==> src/rtl/mem_req_queue_if.sv <==
// Request/release channel between the trace parser, the request queue and the DRAM controller.
// The slave modport is the queue's view. The master modport is the parser/controller side.
interface mem_req_queue_if #(
  parameter int ADDR_W = 33,
  parameter int TIME_W = 64,
  parameter int AGE_W  = 8
) ();

  logic              in_valid;
  logic              in_ready;
  logic [1:0]        in_opcode;
  logic [ADDR_W-1:0] in_addr;
  logic [TIME_W-1:0] in_time;

  logic              out_valid;
  logic              out_ready;
  logic [1:0]        out_opcode;
  logic [ADDR_W-1:0] out_addr;
  logic [TIME_W-1:0] out_time;
  logic [AGE_W-1:0]  out_age;

  modport master (
    output in_valid, in_opcode, in_addr, in_time, out_ready,
    input  in_ready, out_valid, out_opcode, out_addr, out_time, out_age
  );

  modport slave (
    input  in_valid, in_opcode, in_addr, in_time, out_ready,
    output in_ready, out_valid, out_opcode, out_addr, out_time, out_age
  );

endinterface

==> src/rtl/mem_req_queue.sv <==
// Circular-buffer queue of time-stamped memory requests. Every resident entry ages each cycle.
// The head entry is released in FIFO order once its age reaches SERVICE_LAT.
module mem_req_queue #(
  parameter int DEPTH       = 16,
  parameter int ADDR_W      = 33,
  parameter int TIME_W      = 64,
  parameter int AGE_W       = 8,
  parameter int SERVICE_LAT = 100
) (
  input  logic                     clk,
  input  logic                     rst,
  mem_req_queue_if.slave           bus,
  output logic [$clog2(DEPTH):0]   count,
  output logic                     full,
  output logic                     empty,
  output logic [TIME_W-1:0]        curr_time
);

  localparam int PTR_W = $clog2(DEPTH);
  localparam int CNT_W = PTR_W + 1;
  localparam logic [AGE_W-1:0] AGE_MAX  = '1;
  localparam logic [AGE_W-1:0] LAT      = AGE_W'(SERVICE_LAT);
  localparam logic [CNT_W-1:0] CNT_FULL = CNT_W'(DEPTH);

  logic [1:0]        opcode_q [DEPTH];
  logic [1:0]        opcode_d [DEPTH];
  logic [ADDR_W-1:0] addr_q   [DEPTH];
  logic [ADDR_W-1:0] addr_d   [DEPTH];
  logic [TIME_W-1:0] tstamp_q [DEPTH];
  logic [TIME_W-1:0] tstamp_d [DEPTH];
  logic [AGE_W-1:0]  age_q    [DEPTH];
  logic [AGE_W-1:0]  age_d    [DEPTH];

  logic [PTR_W-1:0]  head_q, head_d;
  logic [PTR_W-1:0]  tail_q, tail_d;
  logic [CNT_W-1:0]  count_q, count_d;
  logic [TIME_W-1:0] curr_time_q, curr_time_d;

  logic is_empty;
  logic is_full;
  logic push;
  logic pop;
  logic [PTR_W-1:0] rel;

  // A future-stamped request is held while older work is resident, but skips the clock when idle.
  assign is_empty      = (count_q == '0);
  assign is_full       = (count_q == CNT_FULL);
  assign bus.in_ready  = !rst && !is_full && (is_empty || (bus.in_time <= curr_time_q));
  assign bus.out_valid = !is_empty && (age_q[head_q] >= LAT);
  assign push          = bus.in_valid && bus.in_ready;
  assign pop           = bus.out_valid && bus.out_ready;

  assign bus.out_opcode = opcode_q[head_q];
  assign bus.out_addr   = addr_q[head_q];
  assign bus.out_time   = tstamp_q[head_q];
  assign bus.out_age    = age_q[head_q];

  assign count     = count_q;
  assign full      = is_full;
  assign empty     = is_empty;
  assign curr_time = curr_time_q;

  always_comb begin
    head_d      = head_q;
    tail_d      = tail_q;
    count_d     = count_q;
    curr_time_d = curr_time_q + 1'b1;
    opcode_d    = opcode_q;
    addr_d      = addr_q;
    tstamp_d    = tstamp_q;
    age_d       = age_q;
    rel         = '0;

    if (is_empty && bus.in_valid && (bus.in_time > curr_time_q)) begin
      curr_time_d = bus.in_time;
    end

    // Occupied slots are those within count_q positions after the head, modulo DEPTH.
    for (int i = 0; i < DEPTH; i++) begin
      rel = PTR_W'(i) - head_q;
      if (({1'b0, rel} < count_q) && (age_q[i] != AGE_MAX)) begin
        age_d[i] = age_q[i] + 1'b1;
      end
    end

    if (push) begin
      opcode_d[tail_q] = bus.in_opcode;
      addr_d[tail_q]   = bus.in_addr;
      tstamp_d[tail_q] = bus.in_time;
      age_d[tail_q]    = '0;
      tail_d           = tail_q + 1'b1;
    end

    if (pop) begin
      head_d = head_q + 1'b1;
    end

    count_d = count_q + CNT_W'(push) - CNT_W'(pop);
  end

  always_ff @(posedge clk or posedge rst) begin
    if (rst) begin
      head_q      <= '0;
      tail_q      <= '0;
      count_q     <= '0;
      curr_time_q <= '0;
      for (int i = 0; i < DEPTH; i++) begin
        opcode_q[i] <= '0;
        addr_q[i]   <= '0;
        tstamp_q[i] <= '0;
        age_q[i]    <= '0;
      end
    end else begin
      head_q      <= head_d;
      tail_q      <= tail_d;
      count_q     <= count_d;
      curr_time_q <= curr_time_d;
      opcode_q    <= opcode_d;
      addr_q      <= addr_d;
      tstamp_q    <= tstamp_d;
      age_q       <= age_d;
    end
  end

endmodule

==> src/flat_wrapper.sv <==
// flat-port wrapper written by rule: the top's interface ports become plain ports
module mem_req_queue_flat 
#(
  parameter int DEPTH       = 16,
  parameter int ADDR_W      = 33,
  parameter int TIME_W      = 64,
  parameter int AGE_W       = 8,
  parameter int SERVICE_LAT = 100
)
  (clk, rst, count, full, empty, curr_time, bus_in_valid, bus_in_opcode, bus_in_addr, bus_in_time, bus_out_ready, bus_in_ready, bus_out_valid, bus_out_opcode, bus_out_addr, bus_out_time, bus_out_age);
  mem_req_queue_if #(.ADDR_W(ADDR_W), .TIME_W(TIME_W), .AGE_W(AGE_W)) bus_i ();
  input  logic clk;
  input  logic rst;
  output logic [$clog2(DEPTH):0] count;
  output logic full;
  output logic empty;
  output logic [TIME_W-1:0] curr_time;
  input wire logic [$bits(bus_i.in_valid)-1:0] bus_in_valid;
  input wire logic [$bits(bus_i.in_opcode)-1:0] bus_in_opcode;
  input wire logic [$bits(bus_i.in_addr)-1:0] bus_in_addr;
  input wire logic [$bits(bus_i.in_time)-1:0] bus_in_time;
  input wire logic [$bits(bus_i.out_ready)-1:0] bus_out_ready;
  output wire logic [$bits(bus_i.in_ready)-1:0] bus_in_ready;
  output wire logic [$bits(bus_i.out_valid)-1:0] bus_out_valid;
  output wire logic [$bits(bus_i.out_opcode)-1:0] bus_out_opcode;
  output wire logic [$bits(bus_i.out_addr)-1:0] bus_out_addr;
  output wire logic [$bits(bus_i.out_time)-1:0] bus_out_time;
  output wire logic [$bits(bus_i.out_age)-1:0] bus_out_age;
  assign bus_i.in_valid = bus_in_valid;
  assign bus_i.in_opcode = bus_in_opcode;
  assign bus_i.in_addr = bus_in_addr;
  assign bus_i.in_time = bus_in_time;
  assign bus_i.out_ready = bus_out_ready;
  assign bus_in_ready = bus_i.in_ready;
  assign bus_out_valid = bus_i.out_valid;
  assign bus_out_opcode = bus_i.out_opcode;
  assign bus_out_addr = bus_i.out_addr;
  assign bus_out_time = bus_i.out_time;
  assign bus_out_age = bus_i.out_age;
  mem_req_queue #(.DEPTH(DEPTH), .ADDR_W(ADDR_W), .TIME_W(TIME_W), .AGE_W(AGE_W), .SERVICE_LAT(SERVICE_LAT)) u_core (.clk(clk), .rst(rst), .bus(bus_i), .count(count), .full(full), .empty(empty), .curr_time(curr_time));
endmodule
==> config.mk <==
export PLATFORM = sky130hd
export DESIGN_NAME = mem_req_queue_flat
export DESIGN_NICKNAME = d
export VERILOG_FILES = /design/src/rtl/mem_req_queue_if.sv /design/src/rtl/mem_req_queue.sv /design/src/flat_wrapper.sv
export SDC_FILE = /design/constraint.sdc
export NUM_CORES = 2
export LEC_CHECK = 0
export ABC_AREA = 1
export BUFFER_PORTS_ARGS = -buffer_cell sky130_fd_sc_hd__buf_2
export CORE_UTILIZATION = 35
export DETAILED_ROUTE_END_ITERATION = 8
export SETUP_SLACK_MARGIN = 0.4
export SLEW_MARGIN = 10
export SYNTH_ARGS = -nofsm -noshare
export SYNTH_HDL_FRONTEND = slang
export SYNTH_SLANG_ARGS = --single-unit
==> constraint.sdc <==
create_clock -name clk -period 51.7 [get_ports clk]
set_clock_uncertainty 0.15 [all_clocks]
set_input_delay 5.17 -clock clk [delete_from_list [all_inputs] [get_ports clk]]
set_output_delay 5.17 -clock clk [all_outputs]
set_load 0.01 [all_outputs]
# Word level (Yosys, flattened, before mapping)
# Index checks and enable logic that the tools add are counted.
# word_totals
in_bits	103
out_inout_bits	180
elab_cells	218
register_bits	1789
# op_classes
reduce_logical	29
magnitude_cmp	22
bitwise	4
mux	41
add_sub_neg	37
eq_ne	17
# op_table
op	n
bitwise mux 1024 bit	1
bitwise mux 528 bit	1
binary-select mux 64 bit (select 4 bit)	1
demux 64 bit (select 4 bit)	1
2-to-1 mux 64 bit	4
2-to-1 mux 8 bit	19
binary-select mux 33 bit (select 4 bit)	1
demux 33 bit (select 4 bit)	1
adder 8 x 1 -> 8 bit, second input constant	16
bitwise AND 128 bit	1
2-to-1 mux 128 bit	1
!= test 8 bit, second input constant	16
NOT 128 bit	1
2-to-1 mux 33 bit	3
less-than comparator 4 x 5 -> 1 bit	16
adder 64 x 1 -> 64 bit, second input constant	1
> comparator 64 bit	1
less-or-equal comparator 64 bit	1
binary-select mux 8 bit (select 4 bit)	1
bitwise mux 32 bit	1
demux 8 bit (select 4 bit)	1
subtractor 4 bit, first input constant	8
logical AND 1 bit	24
subtractor 3 x 4 -> 4 bit, first input constant	4
other kinds (16)	25

# Longest topological paths before layout
# logic_depth
ltp_word	8
depth_mapped	27
mapped_depth_nobuf	24

# Worst setup path after synthesis
# OpenSTA, ideal clock, no wires.
# synth_path
path_type	input to output
startpoint	in rst
endpoint	out bus_in_ready
required_time_ps	46380
setup_slack_ps	-1822
stages	6
path_buffers	1
arrival_ps	48202
path_cell_list	inv_1 > o21ai_0 > inv_2 > buf_2 > nand2_1 > inv_1
# synth_between
elab_chain_cells	3
# synth_rtl
element	line	text
from (decl)	flat_wrapper.sv:13	input logic rst;
logical NOT 1 bit	mem_req_queue.sv:48	assign bus.in_ready = !rst && !is_full && (is_empty || (bus.in_time <= curr_time_q));
logical AND 1 bit (2 in series)	mem_req_queue.sv:48	
to (decl)	flat_wrapper.sv:23	output wire logic [$bits(bus_i.in_ready)-1:0] bus_in_ready;
# No other way between the ends.

# Worst setup path in the final report
# layout_path
startpoint	in bus_in_time[55]
endpoint	out bus_in_ready
# layout_between
elab_chain_cells	3
# layout_rtl
element	line	text
from (decl)	flat_wrapper.sv:21	input wire logic [$bits(bus_i.in_time)-1:0] bus_in_time;
less-or-equal comparator 64 bit	mem_req_queue.sv:48	
logical OR 1 bit	mem_req_queue.sv:48	
logical AND 1 bit	mem_req_queue.sv:48	
# No other way between the ends.

==> flow_metrics.py <==
metrics = {
    "cts": {
        "post-cts-setup-buffer-count": 0,
        "cts-root-to-sink-buffers": 3,
        "clock_tree.htree_level_count": 4,
        "hold_buffers": 0,
        "clk_latency_ps": 850,
        "cts_inserted_buffers": 188,
        "path_clk_slew_ps": 60,
        "cts_sinks": 1789,
        "cts_tree": "yes",
        "cts_root_buffer": "clkbuf_16",
        "cts_resized": 0,
    },
    "cells_and_area": {
        "syn2layout_area_growth_pct": 10.9,
        "drive_gt1_frac": 0.0680,
        "fill_cells": 25800,
        "fin_nets": 11700,
        "mostFrequentLayoutCells": "5621 x nand2_1, 1787 x dfrtp_1, 1086 x nor2_1",
        "final_common_cell": "nand2_1",
    },
    "setup_path": {
        "path_buf_inv": 3,
        "crit_fanout": 18,
        "worstSetupStartpoint": "bus_in_time[55]",
        "rrSetupSlack_ps": 45580,
        "timing.rr.start": "u_core.count[3]",
        "required_ps": 46380,
        "worstSetupPathDepth": 12,
        "cp_top_family": "simple AND/OR/NAND/NOR gates",
        "crit_path_end_kind": "output port",
        "slowest_stage": "nor4_1",
        "crit_path_end": "bus_in_ready",
        "timing.critical_path.mode_cell": "nand2_1",
        "crit_chain": "buf_2 -> ha_1 -> nand2_1 -> nor4_1 -> nand2_1 -> nor2_2 -> nand2_1 -> nand2_1 -> nand3_4 -> nand2_1 -> inv_1 -> buf_2",
        "cp.arrival_ps": 8010,
        "cpPeakStageDelay_ps": 440,
        "regToRegEndpoint": "u_core.tstamp_q[77]",
        "cp-start-kind": "input port",
        "path_class": "in2out",
        "reg2reg_depth": 13,
    },
    "grt": {
        "grtUsageTotal": 0.255,
        "antenna_found_initial": 30,
        "grt_max_degree": 205,
        "grt_pass1_wl_um": 497000,
        "overflow": 0,
        "grt_pass1_vias": 75800,
    },
    "power": {
        "power_w": 0.00631,
        "p_leak_nw": 50.5,
        "peakVddDrop_mv": 0.0562,
        "p_per_area_nw_per_um2": 64.5,
    },
    "routing": {
        "routedWlPerCell_um": 22.1,
        "vias": 80400,
        "first_pass_iters": 6,
        "ant_nets": 0,
        "post_drt_via_cell_ratio": 5.36,
        "drt_iter0_drc": 9736,
        "drc_errors": 0,
        "routed_wl_um": 332000,
    },
    "run_status": {
        "status": "completed",
    },
    "placed_design": {
        "gp_congestion": 0.911,
        "place_ws_ps": 38300,
        "hpwl_um": 178000,
        "portBuffers": 282,
    },
    "timing": {
        "fmax_mhz": 75.0,
        "hold_ws_ps": 323,
        "final_max_slew_viol_count": 0,
        "slew-limit-headroom": 0.142,
        "setup_viol_count_final": 0,
        "rsz0062_at_grt": "false",
        "min_period_ps": 13330,
        "layout_setup_ws_ps": 38370,
        "hold_violations": 0,
        "tightest_slew_ps": 1290,
        "setup_tns_ps": 0,
        "post-route-period-util": 0.258,
    },
    "floorplan": {
        "fp.dieW_um": 504,
        "die-area_um2": 254000,
        "die_h_um": 504,
        "fp.coreArea_um2": 249000,
        "rows": 183,
        "io_pins": 283,
        "start_util": 0.353,
    },
    "synth": {
        "yosys_most_used_dff": "dfrtp_1",
        "yosysSeqAreaShare": 0.508,
        "ys_types": 44,
        "synth_cells": 11800,
        "synth-edff-count": 0,
        "async_flop_share": 1.00,
        "synth_warnings": 0,
        "syn_avg_cell_area_um2": 7.48,
        "synth-seq-cells": 1789,
        "synth_nets": 12000,
        "synth_area_um2": 88100,
    },
    "min_path": {
        "worst_hold_path_type": "reg2reg",
    },
    "job": {
        "cap_violations": 0,
    },
}
[worst min path at each step]
stage                                      end  cells past startpoint                  from
after global routing      u_core.tstamp_q[659]                      2  u_core.tstamp_q[659]
after floorplan           u_core.tstamp_q[320]                      2  u_core.tstamp_q[320]
final                       u_core.addr_q[330]                      2    u_core.addr_q[330]
after detailed placement    u_core.opcode_q[5]                      2    u_core.opcode_q[5]
after global placement      u_core.addr_q[210]                      2    u_core.addr_q[210]
after CTS                   u_core.addr_q[338]                      2    u_core.addr_q[338]
[sequential cells by signal, indices dropped and copies added, names as in the netlist]
name              flops
u_core.age_q        128
u_core.tail_q         4
u_core.addr_q       528
u_core.head_q         4
u_core.tstamp_q    1024
u_core.count          5
u_core.opcode_q      32
u_core.curr_time     64
[cells in the mapped netlist, types with 4 or more instances]
cell	instances	area [µm²]
a21o_1	6	45.0
a21oi_1	83	415
a22oi_1	15	113
a31o_2	7	61.3
and3_1	13	81.3
buf_1	117	439
buf_2	155	776
buf_4	67	503
clkbuf_1	558	2090
dfrtp_1	1789	44800
ha_1	126	1580
inv_1	267	1000
mux2i_1	8	80.1
nand2_1	5621	21100
nand3_1	68	340
nand3b_1	6	45.0
nand4_1	168	1050
nand4_4	6	128
nor2_1	1089	4090
nor2_2	4	25.0
nor2_4	16	180
nor3_1	53	265
nor4_1	16	100
o211ai_1	6	45.0
o21a_1	6	45.0
o21ai_0	918	4590
o21ai_1	4	20.0
o21bai_1	6	45.0
o22ai_1	403	2520
xnor2_1	19	166
xor2_1	137	1200
[cells by family after synthesis]
logic type,Yosys count,synth area share
adders and majority gates,127,0.0181
and+or+nand+nor,7070,0.312
muxes,8,0.000909
xor gates and xnor gates,156,0.0155
DFF,1789,0.508
AOI/OAI and AO/OA,1459,0.0901
buffers and inverters,1171,0.0552
[routing by layer]
layer  share of wire  GRT usage  wire (µm)  vias up
met5         0.00016          0         53        -
met4           0.028     0.0741       9450        8
met3           0.097     0.0447      32300      605
met2            0.43      0.386     144000     4022
met1            0.44      0.370     146000    39200
li1                -          -          -    36600
[per-stage QoR]
step / std cells / util / cell area (µm²)
2_1_floorplan: 11800 / - / 88100
3_3_place_gp: 14600 / 0.365 / 91100
3_5_place_dp: 14600 / 0.365 / 91100
4_1_cts: 15000 / 0.392 / 97700
5_1_grt: 15000 / 0.392 / 97700
6_report: 15000 / 0.392 / 97800
[report_power, final]
part           internal, W  switching [W]  total [W]  leakage, nW
Combinational     0.000835        0.00167    0.00250         24.0
Sequential         0.00199       0.000355    0.00234         23.2
Clock             0.000844       0.000617    0.00146         3.26
[worst register-to-register path, delay by kind of cell, from the launching register on]
kind | cells | cell delay, ps
adders and majority gates | 1 | 280
and+or+nand+nor | 7 | 2050
buffers and inverters | 5 | 3180
DFF | 1 | 410
[cell type report]
type                            count  area (µm²)  share of cell area
Timing Repair Buffer              427        2600              0.0266
Sequential cell                  1789       44800               0.458
Inverter                          271        1040              0.0107
Antenna cell                        7        17.5            0.000179
Clock buffer                      269        5490              0.0562
Clock inverter                     79        1130              0.0116
Tap cell                         3330        4170              0.0426
Multi-Input combinational cell   8820       38500               0.394
No activity file was read; power rests on OpenSTA's default activity.
